$ cat src/rtl/div_pkg.sv
// Shared definitions for the iterative arithmetic blocks: FSM state encoding and
// a constant-evaluable ceiling log2 used to size bit counters.
package div_pkg;

  typedef enum logic [1:0] {
    StIdle = 2'd0,
    StRun  = 2'd1,
    StDone = 2'd2
  } div_state_e;

  // Bits needed to count 0..value-1; callers guarantee value >= 2.
  function automatic int unsigned clog2(input int unsigned value);
    int unsigned res;
    int unsigned v;
    res = 0;
    v   = value - 1;
    while (v > 0) begin
      res = res + 1;
      v   = v >> 1;
    end
    return res;
  endfunction

endpackage

$ cat src/rtl/seq_divider_if.sv
// Start/done handshake and operand/result bus of the sequential divider.
interface seq_divider_if #(
  parameter int unsigned N_WIDTH = 8,
  parameter int unsigned D_WIDTH = 4
) ();

  logic               start;
  logic [N_WIDTH-1:0] numerator;
  logic [D_WIDTH-1:0] denominator;
  logic               busy;
  logic               done;
  logic [N_WIDTH-1:0] quotient;
  logic [D_WIDTH-1:0] remain;
  logic               div_zero;

  modport master (
    output start, numerator, denominator,
    input  busy, done, quotient, remain, div_zero
  );

  modport slave (
    input  start, numerator, denominator,
    output busy, done, quotient, remain, div_zero
  );

endinterface

$ cat src/rtl/div_step.sv
// One restoring-division step: trial-subtract the divisor from the shifted
// partial remainder and keep the difference only when it does not go negative.
module div_step #(
  parameter int unsigned D_WIDTH = 4
) (
  input  logic [D_WIDTH:0]   cmp_i,
  input  logic [D_WIDTH-1:0] den_i,
  output logic               q_bit_o,
  output logic [D_WIDTH-1:0] rem_o
);

  logic [D_WIDTH:0] sub;

  // The kept value is always below den_i, so its top bit is zero and is dropped.
  always_comb begin
    sub     = cmp_i - {1'b0, den_i};
    q_bit_o = ~sub[D_WIDTH];
    rem_o   = q_bit_o ? sub[D_WIDTH-1:0] : cmp_i[D_WIDTH-1:0];
  end

endmodule

$ cat src/rtl/seq_divider.sv
// Sequential restoring divider, one quotient bit per clock, MSB first.
// Define SEQ_DIVIDER_SIGNED_EN for two's-complement operands and results.
module seq_divider
  import div_pkg::*;
#(
  parameter int unsigned N_WIDTH = 8,
  parameter int unsigned D_WIDTH = 4
) (
  input logic          clk,
  input logic          rst,
  seq_divider_if.slave bus
);

  localparam int unsigned CntW = clog2(N_WIDTH);

  div_state_e         state_q, state_d;
  logic [CntW-1:0]    cnt_q, cnt_d;
  // Dividend bits leave at the MSB while quotient bits enter at the LSB.
  logic [N_WIDTH-1:0] num_q, num_d;
  logic [D_WIDTH-1:0] den_q, den_d;
  logic [D_WIDTH-1:0] rem_q, rem_d;
  logic [N_WIDTH-1:0] quot_q, quot_d;
  logic [D_WIDTH-1:0] remo_q, remo_d;
  logic               dz_q, dz_d;

  logic [N_WIDTH-1:0] num_mag;
  logic [D_WIDTH-1:0] den_mag;
  logic [N_WIDTH-1:0] quot_raw, quot_fix;
  logic [D_WIDTH-1:0] rem_fix;
  logic               q_bit;
  logic [D_WIDTH-1:0] step_rem;
  logic               accept;

  assign accept   = (state_q == StIdle) && bus.start;
  assign quot_raw = {num_q[N_WIDTH-2:0], q_bit};

  div_step #(
    .D_WIDTH(D_WIDTH)
  ) u_step (
    .cmp_i  ({rem_q, num_q[N_WIDTH-1]}),
    .den_i  (den_q),
    .q_bit_o(q_bit),
    .rem_o  (step_rem)
  );

`ifdef SEQ_DIVIDER_SIGNED_EN
  logic num_neg_q, num_neg_d;
  logic q_neg_q, q_neg_d;

  // Divide magnitudes; -2^(N-1) maps onto itself, which reads correctly unsigned.
  always_comb begin
    num_neg_d = num_neg_q;
    q_neg_d   = q_neg_q;
    num_mag   = bus.numerator[N_WIDTH-1] ? (~bus.numerator + N_WIDTH'(1)) : bus.numerator;
    den_mag   = bus.denominator[D_WIDTH-1] ? (~bus.denominator + D_WIDTH'(1))
                                           : bus.denominator;
    if (accept) begin
      num_neg_d = bus.numerator[N_WIDTH-1];
      q_neg_d   = bus.numerator[N_WIDTH-1] ^ bus.denominator[D_WIDTH-1];
    end
    quot_fix = q_neg_q ? (~quot_raw + N_WIDTH'(1)) : quot_raw;
    rem_fix  = num_neg_q ? (~step_rem + D_WIDTH'(1)) : step_rem;
  end

  always_ff @(posedge clk or posedge rst) begin
    if (rst) begin
      num_neg_q <= 1'b0;
      q_neg_q   <= 1'b0;
    end else begin
      num_neg_q <= num_neg_d;
      q_neg_q   <= q_neg_d;
    end
  end
`else
  always_comb begin
    num_mag  = bus.numerator;
    den_mag  = bus.denominator;
    quot_fix = quot_raw;
    rem_fix  = step_rem;
  end
`endif

  always_comb begin
    state_d = state_q;
    cnt_d   = cnt_q;
    num_d   = num_q;
    den_d   = den_q;
    rem_d   = rem_q;
    quot_d  = quot_q;
    remo_d  = remo_q;
    dz_d    = dz_q;
    unique case (state_q)
      StIdle: begin
        if (bus.start) begin
          num_d = num_mag;
          den_d = den_mag;
          cnt_d = CntW'(N_WIDTH - 1);
          rem_d = '0;
          if (bus.denominator == '0) begin
            state_d = StDone;
            quot_d  = '1;
            remo_d  = '0;
            dz_d    = 1'b1;
          end else begin
            state_d = StRun;
          end
        end
      end
      StRun: begin
        num_d = quot_raw;
        rem_d = step_rem;
        cnt_d = cnt_q - CntW'(1);
        if (cnt_q == '0) begin
          state_d = StDone;
          quot_d  = quot_fix;
          remo_d  = rem_fix;
          dz_d    = 1'b0;
        end
      end
      StDone: begin
        state_d = StIdle;
      end
      default: begin
        state_d = StIdle;
      end
    endcase
  end

  always_ff @(posedge clk or posedge rst) begin
    if (rst) begin
      state_q <= StIdle;
      cnt_q   <= '0;
      num_q   <= '0;
      den_q   <= '0;
      rem_q   <= '0;
      quot_q  <= '0;
      remo_q  <= '0;
      dz_q    <= 1'b0;
    end else begin
      state_q <= state_d;
      cnt_q   <= cnt_d;
      num_q   <= num_d;
      den_q   <= den_d;
      rem_q   <= rem_d;
      quot_q  <= quot_d;
      remo_q  <= remo_d;
      dz_q    <= dz_d;
    end
  end

  assign bus.busy     = (state_q != StIdle);
  assign bus.done     = (state_q == StDone);
  assign bus.quotient = quot_q;
  assign bus.remain   = remo_q;
  assign bus.div_zero = dz_q;

endmodule

$ cat src/flat_wrapper.sv
// flat-port wrapper written by rule: the top's interface ports become plain ports
module seq_divider_flat import div_pkg::*;
#(
  parameter int unsigned N_WIDTH = 8,
  parameter int unsigned D_WIDTH = 4
)
  (clk, rst, bus_start, bus_numerator, bus_denominator, bus_busy, bus_done, bus_quotient, bus_remain, bus_div_zero);
  seq_divider_if #(.N_WIDTH(N_WIDTH), .D_WIDTH(D_WIDTH)) bus_i ();
  input logic clk;
  input logic rst;
  input wire logic [$bits(bus_i.start)-1:0] bus_start;
  input wire logic [$bits(bus_i.numerator)-1:0] bus_numerator;
  input wire logic [$bits(bus_i.denominator)-1:0] bus_denominator;
  output wire logic [$bits(bus_i.busy)-1:0] bus_busy;
  output wire logic [$bits(bus_i.done)-1:0] bus_done;
  output wire logic [$bits(bus_i.quotient)-1:0] bus_quotient;
  output wire logic [$bits(bus_i.remain)-1:0] bus_remain;
  output wire logic [$bits(bus_i.div_zero)-1:0] bus_div_zero;
  assign bus_i.start = bus_start;
  assign bus_i.numerator = bus_numerator;
  assign bus_i.denominator = bus_denominator;
  assign bus_busy = bus_i.busy;
  assign bus_done = bus_i.done;
  assign bus_quotient = bus_i.quotient;
  assign bus_remain = bus_i.remain;
  assign bus_div_zero = bus_i.div_zero;
  seq_divider #(.N_WIDTH(N_WIDTH), .D_WIDTH(D_WIDTH)) u_core (.clk(clk), .rst(rst), .bus(bus_i));
endmodule
$ cat config.mk
export PLATFORM = sky130hd
export DESIGN_NAME = seq_divider_flat
export DESIGN_NICKNAME = d
export VERILOG_FILES = /design/src/rtl/div_pkg.sv /design/src/rtl/seq_divider_if.sv /design/src/rtl/div_step.sv /design/src/rtl/seq_divider.sv /design/src/flat_wrapper.sv
export SDC_FILE = /design/constraint.sdc
export NUM_CORES = 1
export LEC_CHECK = 0
export ABC_AREA = 1
export CAP_MARGIN = 20
export CORE_UTILIZATION = 55
export CTS_CLUSTER_DIAMETER = 150
export CTS_CLUSTER_SIZE = 24
export DETAILED_ROUTE_END_ITERATION = 7
export DONT_BUFFER_PORTS = 1
export GPL_TIMING_DRIVEN = 0
export MAX_ROUTING_LAYER = met4
export PLACE_DENSITY = 0.7
export SLEW_MARGIN = 40
export SYNTH_ARGS = -nofsm -noshare
export SYNTH_HDL_FRONTEND = slang
export SYNTH_SLANG_ARGS = --single-unit
$ cat constraint.sdc
create_clock -name clk -period 2.45 [get_ports clk]
set_input_delay 0.245 -clock clk [delete_from_list [all_inputs] [get_ports clk]]
set_output_delay 0.245 -clock clk [all_outputs]
set_load 0.05 [all_outputs]
==> impl_metrics.ini, run 1 <==
[sta]
skew_ps = 7.64
layout_min_cycle_time_ps = 1870
slew_viol_final = 0
rsz0062_at_grt = false
clock.fmax_mhz = 534
fin_crit_sh_pct = 76.4
finalHoldViolCount = 0
finalSetupTns_ps = 0
worst_slew_pin_slew_ps = 874
whs_ps = 83.8
relSlewSlack_pct = 41.5
finalSetupViolations = 0

[finish]
nets = 232
instances_no_fill = 241
final_cell_mix = nand2_1 (72), dfrtp_1 (34), inv_1 (27), o21ai_0 (16), nand3_1 (12)
area_growth_pct = 5.63
insertedDiodeCount = 0
num-fill-cells = 252
layout-drive-gt1-share_pct = 11.0
finish.utilization_pct = 63.4
layout_commonest_cell = nand2_1

[floorplanning]
chipWidth_um = 57.8
die_y_um = 57.8
start_util_pct = 60.0
ios = 30
core_region_area_sq_mm = 0.00285
num_rows = 19
die_area_sq_mm = 0.00334

[clock_tree]
post_cts_buffers = 0
cts.sinks = 34
cts_htree_levels = 2
clock_path_buffers = 2
cts.clk_slew.worst_paths_ps = 100
clk_root_buffer_cell = clkbuf_4
cts_buffers = 5
insertion_delay_ps = 330
tritoncts = done

[yosys]
synth_area_leader_cell = dfrtp_1
synth_area_sq_mm = 0.00171
yosys.area.top_type_share_pct = 49.7
synth_cell_types = 24
ys_ff_latch = 34
netlist_top_cells_area = dfrtp_1 (50%), nand2_1 (16%), inv_1 (6.1%), o21ai_0 (4.7%), ha_1 (4.4%)
syn_area_per_cell_sq_um = 8.47
synthArstFlopShare_pct = 100
ys.flop_type = dfrtp_1
yosysWarnings = 0
synth_cells = 202
synth.net_count = 224
seq_area_frac_synth_pct = 49.7
synth-edff-count = 0

[placement]
dp_hpwl_um = 2410
gp_congestion = 0.819
io_buffers = 0
place_inst = 233

[routing]
ant_nets = 0
drt_iter0_drc = 62
vias = 1329
drc = 1
drt-pass1-iter-count = 6
routedWlPerCell_um = 13.8
avgViaCountPerCell = 5.51
drt-total-wl_um = 3330

[setup_path]
cp-start-kind = flop
crit_fanout = 5
required_ps = 2680
end_kind = flop
critPathKind = reg2reg
r2r_slack_ps = 580
cp.arrival_ps = 2100

[status]
status = finished, violations left
failed_checks = design-rule violations

[grt]
grt_max_degree = 35
antenna_found_initial = 0
grt_pass1_wl_um = 5740
grt.total_usage_pct = 24.1
grt_overflow = 0
grt_pass1_vias = 1288

[min_path]
hold_path_class = in2reg

[run]
drv_cap = 0
## worst max-delay path, stage by stage (launching register included)
cell     delay [ps]
dfrtp_1         400
inv_1            90
ha_1            140
inv_1            50
fa_1            420
nand2_1          90
nand2_1          70
nand3_1          70
nand2_1         140
nand2_1         110
nand2_1          80
nand2_1          70
nand2_1          50
## per-layer routing
metal | vias to the layer above | routed length, um | track usage (%)
met2 | 39 | 1610 | 36.7
met4 | 0 | 25 | 9.18
li1 | 661 | - | -
met1 | 627 | 1560 | 31.9
met5 | - | 0 | -
met3 | 2 | 136 | 5.36
## Yosys cell counts, types with 2 or more instances
cell	count
a22oi_1	2
o211ai_1	8
o21ai_0	16
inv_1	28
nand2_1	72
a21oi_1	2
nand2_4	4
dfrtp_1	34
nand3_1	12
nand2_2	2
buf_2	2
ha_1	6
nor2_1	3
## repair_timing
action / in CTS / in global routing
resized for setup: 0 / 0
hold buffers: 1 / 0
hold endpoints to repair: 34 / 0
setup endpoints to repair: 0 / 0
## registers in the layout (all words and copies together) (netlist names)
signal	count
u_core.rem_q	4
u_core.bus.div_zero	1
u_core.num_q	8
u_core.state_q	2
u_core.cnt_q	3
u_core.den_q	4
u_core.bus.quotient	8
u_core.bus.remain	4
## final cells by class
type	count	area, sq um	area share, %
Clock inverter	2	10.0	0.554
Tap cell	31	38.8	2.15
Timing Repair Buffer	1	10.0	0.554
Multi-Input combinational cell	133	697	38.5
Clock buffer	5	37.5	2.08
Buffer	5	43.8	2.42
Inverter	30	120	6.64
Sequential cell	34	851	47.1
## metrics by stage
stage / cell area (sq um) / setup WS, ps
2_1_floorplan: 1710 / 820
3_3_place_gp: 1750 / 656
3_5_place_dp: 1750 / 617
4_1_cts: 1810 / 580
5_1_grt: 1810 / 432
6_report: 1810 / 577
## path summary, 6_finish.rpt
| path | startpoint | endpoint | cells after the start |
|---|---|---|---|
| max in group asynchronous | rst | u_core.den_q[1] | 2 |
| hold reg to reg | u_core.den_q[1] | u_core.den_q[1] | 2 |
| min in group asynchronous | rst | u_core.bus.quotient[6] | 2 |
| setup reg to reg | u_core.num_q[7] | u_core.rem_q[0] | 12 |
| setup / recovery | u_core.num_q[7] | u_core.rem_q[0] | 12 |
| hold / removal | bus_denominator[3] | u_core.den_q[3] | 2 |
## kinds of logic after synthesis
logic type | Yosys count | synth area share (%)
simple gates | 96 | 24.6
buf+inv | 35 | 9.58
flops | 34 | 49.7
compound gates | 29 | 10.0
fa+ha+maj | 7 | 5.56
xor+xnor | 1 | 0.512
Power of run 1 is not shown: default switching activity piles up to over one toggle a cycle in this logic, so the estimate is an artifact.
==> run 2, diff against run 1 <==
PLACE_DENSITY = 0.73   (was 0.7)
clock period = 1.6 ns   (was 2.45 ns; I/O delays follow)
==> run 2 against run 1 <==
The run ends with design-rule violations, negative setup slack left. Clock skew is 4.5 ps lower. Global-route usage is 1.0 points higher. Register-to-register slack worse by 690 ps. Critical endpoint is now u_core.bus.remain[2]. Clock-buffer cell count is 1 higher. Cell area is 12% higher. Fmax is 9.3% higher. Die area stayed put. Non-clock buffer count is 9 higher. Wire length is 9.6% higher.
==> impl_metrics.ini, run 2 (synthesized netlist as in run 1, its figures left out) <==
[finish]
nets = 241
layout_commonest_cell = nand2_1
num-fill-cells = 238
ff_latch_area_sq_um = 851
layout-drive-gt1-share_pct = 23.3
insertedDiodeCount = 0
multiInputGateArea_sq_um = 792
area_growth_pct = 18.0
final_cell_mix = nand2_1 (60), dfrtp_1 (34), inv_1 (25), o21ai_0 (16), nand2_2 (12)

[run]
drv_cap = 0

[grt]
grt_overflow = 0
antenna_found_initial = 0
grt_pass1_vias = 1397
grt_max_degree = 35
grt.total_usage_pct = 25.2
grt_pass1_wl_um = 6060

[sta]
skew_ps = 3.17
finalSetupTns_ps = -780
finalHoldViolCount = 0
layout_min_cycle_time_ps = 1710
setup_ws_ps = -114
clock.fmax_mhz = 584
fin_crit_sh_pct = 107
whs_ps = 7.09
rsz0062_at_grt = true
worst_slew_pin_slew_ps = 677
relSlewSlack_pct = 54.8
finalSetupViolations = 10
slew_viol_final = 0

[setup_path]
critPathKind = reg2reg
end_kind = flop
critical_path_buf_inv_count = 3
cpLargestDelayFamily = adder cells
crit_fanout = 3
cpPeakStageDelay_ps = 410
cp.arrival_ps = 1950
required_ps = 1830
crit_slowest_cell = dfrtp_1
cp-start-kind = flop
path_cells = inv_2, ha_4, inv_2, fa_2, buf_4, xor2_1, nand2_2, nand2_2, nand3_1, nand2_1

[clock_tree]
tritoncts = done
cts.sinks = 34
cts_buffers = 5
clk_root_buffer_cell = clkbuf_4
cts_htree_levels = 2
insertion_delay_ps = 330
cts.clk_slew.worst_paths_ps = 100
clock_path_buffers = 2

[routing]
drt-pass1-iter-count = 6
drt-total-wl_um = 3650
routedWlPerCell_um = 14.6
avgViaCountPerCell = 5.61
drt_iter0_drc = 59
ant_nets = 0
drc = 1
vias = 1403

[floorplanning]
chipWidth_um = 57.8
ios = 30
num_rows = 19
die_y_um = 57.8
start_util_pct = 60.0
die_area_sq_mm = 0.00334
core_region_area_sq_mm = 0.00285

[placement]
io_buffers = 0
dp_hpwl_um = 2600
gp_congestion = 0.823

[status]
status = finished, violations left
failed_checks = design-rule violations, negative setup slack

[min_path]
hold_path_class = in2reg
run 2: cell count changes in the layout (fill, tap and decap cells not counted), moves of 2 or more:
cell and delta:
buf_4 +3, clkinv_2 -2, dlygate4sd3_1 +6, inv_1 -2, inv_2 +2, nand2_1 -12
nand2_2 +10, nand2_4 +2, nand3_1 -7, nand3_2 +7, nor2_1 -2, nor2_2 +2
run 2: per-stage QoR:
stage	area [sq um]	std cells	setup WS (ps)	util, %
after detailed placement	1750	233	-212	61.4
after global placement	1750	233	-130	61.4
after floorplan	1710	202	30.1	-
after global routing	2020	250	-179	70.8
after CTS	2020	250	-115	70.7
final	2020	250	-114	70.8
run 2: worst paths after layout:
path,slack (ps),from,cells past startpoint,endpoint
hold / removal,7,bus_numerator[5],2,u_core.num_q[5]
setup reg to reg,-110,u_core.num_q[7],10,u_core.bus.remain[2]
max in group asynchronous,790,rst,2,u_core.bus.quotient[2]
min in group asynchronous,380,rst,2,u_core.bus.quotient[5]
hold reg to reg,510,u_core.den_q[1],2,u_core.den_q[1]
setup / recovery,-110,u_core.num_q[7],10,u_core.bus.remain[2]
run 2: worst reg2reg max path, delay by kind of cell (launching register included):
family	cells	cell delay, ps
xor gates and xnor gates	1	160
adders and majority gates	2	500
buffers and inverters	3	280
DFF	1	410
and+or+nand+nor	4	280
run 2: final cells by class:
cell class,count,share of cell area (%)
Buffer,5,2.17
Clock buffer,6,2.54
Clock inverter,1,1.49
Inverter,30,5.95
Multi-Input combinational cell,133,39.2
Sequential cell,34,42.1
Tap cell,31,1.92
Timing Repair Buffer,10,4.58
run 2: routing by layer:
| metal | up-vias | track usage [%] | share of wire [%] |
|---|---|---|---|
| met5 | - | - | 0 |
| met4 | 0 | 12.2 | 2.3 |
| met3 | 10 | 5.13 | 5.4 |
| met2 | 48 | 40.4 | 50 |
| met1 | 669 | 30.6 | 42 |
| li1 | 676 | - | - |
run 2: what timing repair did:
item                                    4_1_cts  5_1_grt
setup buffers                                 3        0
pin swaps                                    10        6
hold endpoints to repair                     40        0
gates resized for setup                      26        1
hold buffers                                  7        0
endpoints found under the setup margin       11       10
Power of run 2 is left out for the same reason.
==> run 3, diff against run 2 <==
CORE_ASPECT_RATIO = 0.7   (was unset)
CTS_CLUSTER_DIAMETER = 40   (was 150)
==> run 3 against run 2 <==
The run ends with negative setup slack left. Largest cell class unchanged. Clock skew grew 3.3 ps. Sequential share of layout area is 0.91 points higher. Critical endpoint is now u_core.bus.remain[1]. Highest routed layer unchanged. Worst hold slack improved by 25 ps.
==> impl_metrics.ini, run 3 (synthesized netlist as in run 1, its figures left out) <==
[floorplanning]
die_y_um = 48.7
chipWidth_um = 68.7
ios = 30
core_region_area_sq_mm = 0.00288
die_area_sq_mm = 0.00334
num_rows = 16
start_util_pct = 59.4

[clock_tree]
insertion_delay_ps = 290
clk_root_buffer_cell = clkbuf_8
cts.clk_slew.worst_paths_ps = 70
cts_htree_levels = 2
tritoncts = done
cts_buffers = 5
clock_path_buffers = 2
cts.sinks = 34

[status]
failed_checks = negative setup slack
status = finished, violations left

[routing]
drt_iter0_drc = 65
vias = 1351
drc = 0
drt-pass1-iter-count = 4
avgViaCountPerCell = 5.40
drt-total-wl_um = 3670
routedWlPerCell_um = 14.7
ant_nets = 0

[min_path]
hold_path_startpoint = bus_denominator[0]
hold_path_class = in2reg
min_to = u_core.den_q[0]
min_delay_path_depth = 2

[sta]
finalSetupViolations = 10
setup_ws_ps = -98.6
skew_ps = 6.43
relSlewSlack_pct = 53.9
layout_min_cycle_time_ps = 1700
rsz0062_at_grt = true
slew_viol_final = 0
fin_crit_sh_pct = 106
finalHoldViolCount = 0
worst_slew_pin_slew_ps = 691
clock.fmax_mhz = 589
finalSetupTns_ps = -825

[setup_path]
r2r-start = u_core.num_q[7]
reg2reg_depth = 12
r2r_slack_ps = -100
crit_fanout = 5
r2r-end = u_core.bus.remain[1]
cp.arrival_ps = 1890
required_ps = 1790
cp-start-kind = flop
critPathKind = reg2reg
end_kind = flop

[placement]
pre_cts_ws_ps = -188
placed_area_sq_mm = 0.00176
gp_congestion = 0.856
dp_hpwl_um = 2500
io_buffers = 0

[finish]
layout_commonest_cell = nand2_1
layout-drive-gt1-share_pct = 23.8
nets = 235
fin_area_sq_mm = 0.00198
num-fill-cells = 223
area_growth_pct = 15.5
insertedDiodeCount = 0
final_cell_mix = nand2_1 (63), dfrtp_1 (34), inv_1 (25), o21ai_0 (16)

[grt]
antenna_found_initial = 0
grt_pass1_wl_um = 6070
grt_overflow = 0
grt_max_degree = 35
grt.total_usage_pct = 25.9
grt_pass1_vias = 1348

[run]
drv_cap = 0
run 3: worst max-delay path, cell delays in order, from the launching register on:
cell,delay [ps]
dfrtp_1,390
inv_2,100
ha_4,130
inv_2,40
fa_2,370
nand2_2,80
nand2_2,60
nand3_2,90
nand2_4,90
nand2_2,90
nand2_2,60
nand3_2,60
nand2_1,50
run 3: cell type report:
type | count | area [sq um] | area share [%]
flip-flops and latches | 34 | 851 | 43.0
clock inverters | 2 | 12.5 | 0.633
inverters | 30 | 120 | 6.08
well taps | 36 | 45.0 | 2.28
repair buffers | 4 | 32.5 | 1.65
plain buffers | 5 | 43.8 | 2.22
clock buffers | 6 | 82.6 | 4.18
multi-input cells | 133 | 790 | 39.9
run 3: layer usage:
layer	GRT usage [%]	part of all wire, %	vias to the layer above
li1	-	-	662
met1	35.8	50	652
met2	36.8	44	32
met3	6.84	4.8	5
met4	8.68	1.1	0
met5	-	0	-
run 3: metrics by stage:
step	instances	utilization, %	hold slack (ps)
finish	250	68.6	31.7
detailed placement	238	61.0	197
floorplan	202	-	302
global route	250	68.6	36.7
CTS	249	67.5	29.9
global placement	238	61.0	318
run 3: repair_timing:
action / CTS / global route
hold endpoints to repair: 34 / 0
cloned: 0 / 0
setup buffers: 2 / 1
hold buffers: 1 / 0
resized for setup: 19 / 6
endpoints found under the setup margin: 11 / 10
pin swaps: 4 / 4
run 3: worst max-delay path by stage:
stage	to	slack, ps	depth (start not counted)	from
after global routing	u_core.bus.remain[1]	-190	12	u_core.num_q[7]
after global placement	u_core.bus.quotient[0]	-130	10	u_core.num_q[7]
after CTS	u_core.bus.remain[2]	-110	11	u_core.num_q[7]
after detailed placement	u_core.bus.remain[3]	-190	12	u_core.num_q[7]
final	u_core.bus.remain[1]	-100	12	u_core.num_q[7]
after floorplan	u_core.bus.remain[3]	30	12	u_core.num_q[7]
Power of run 3 is left out for the same reason.
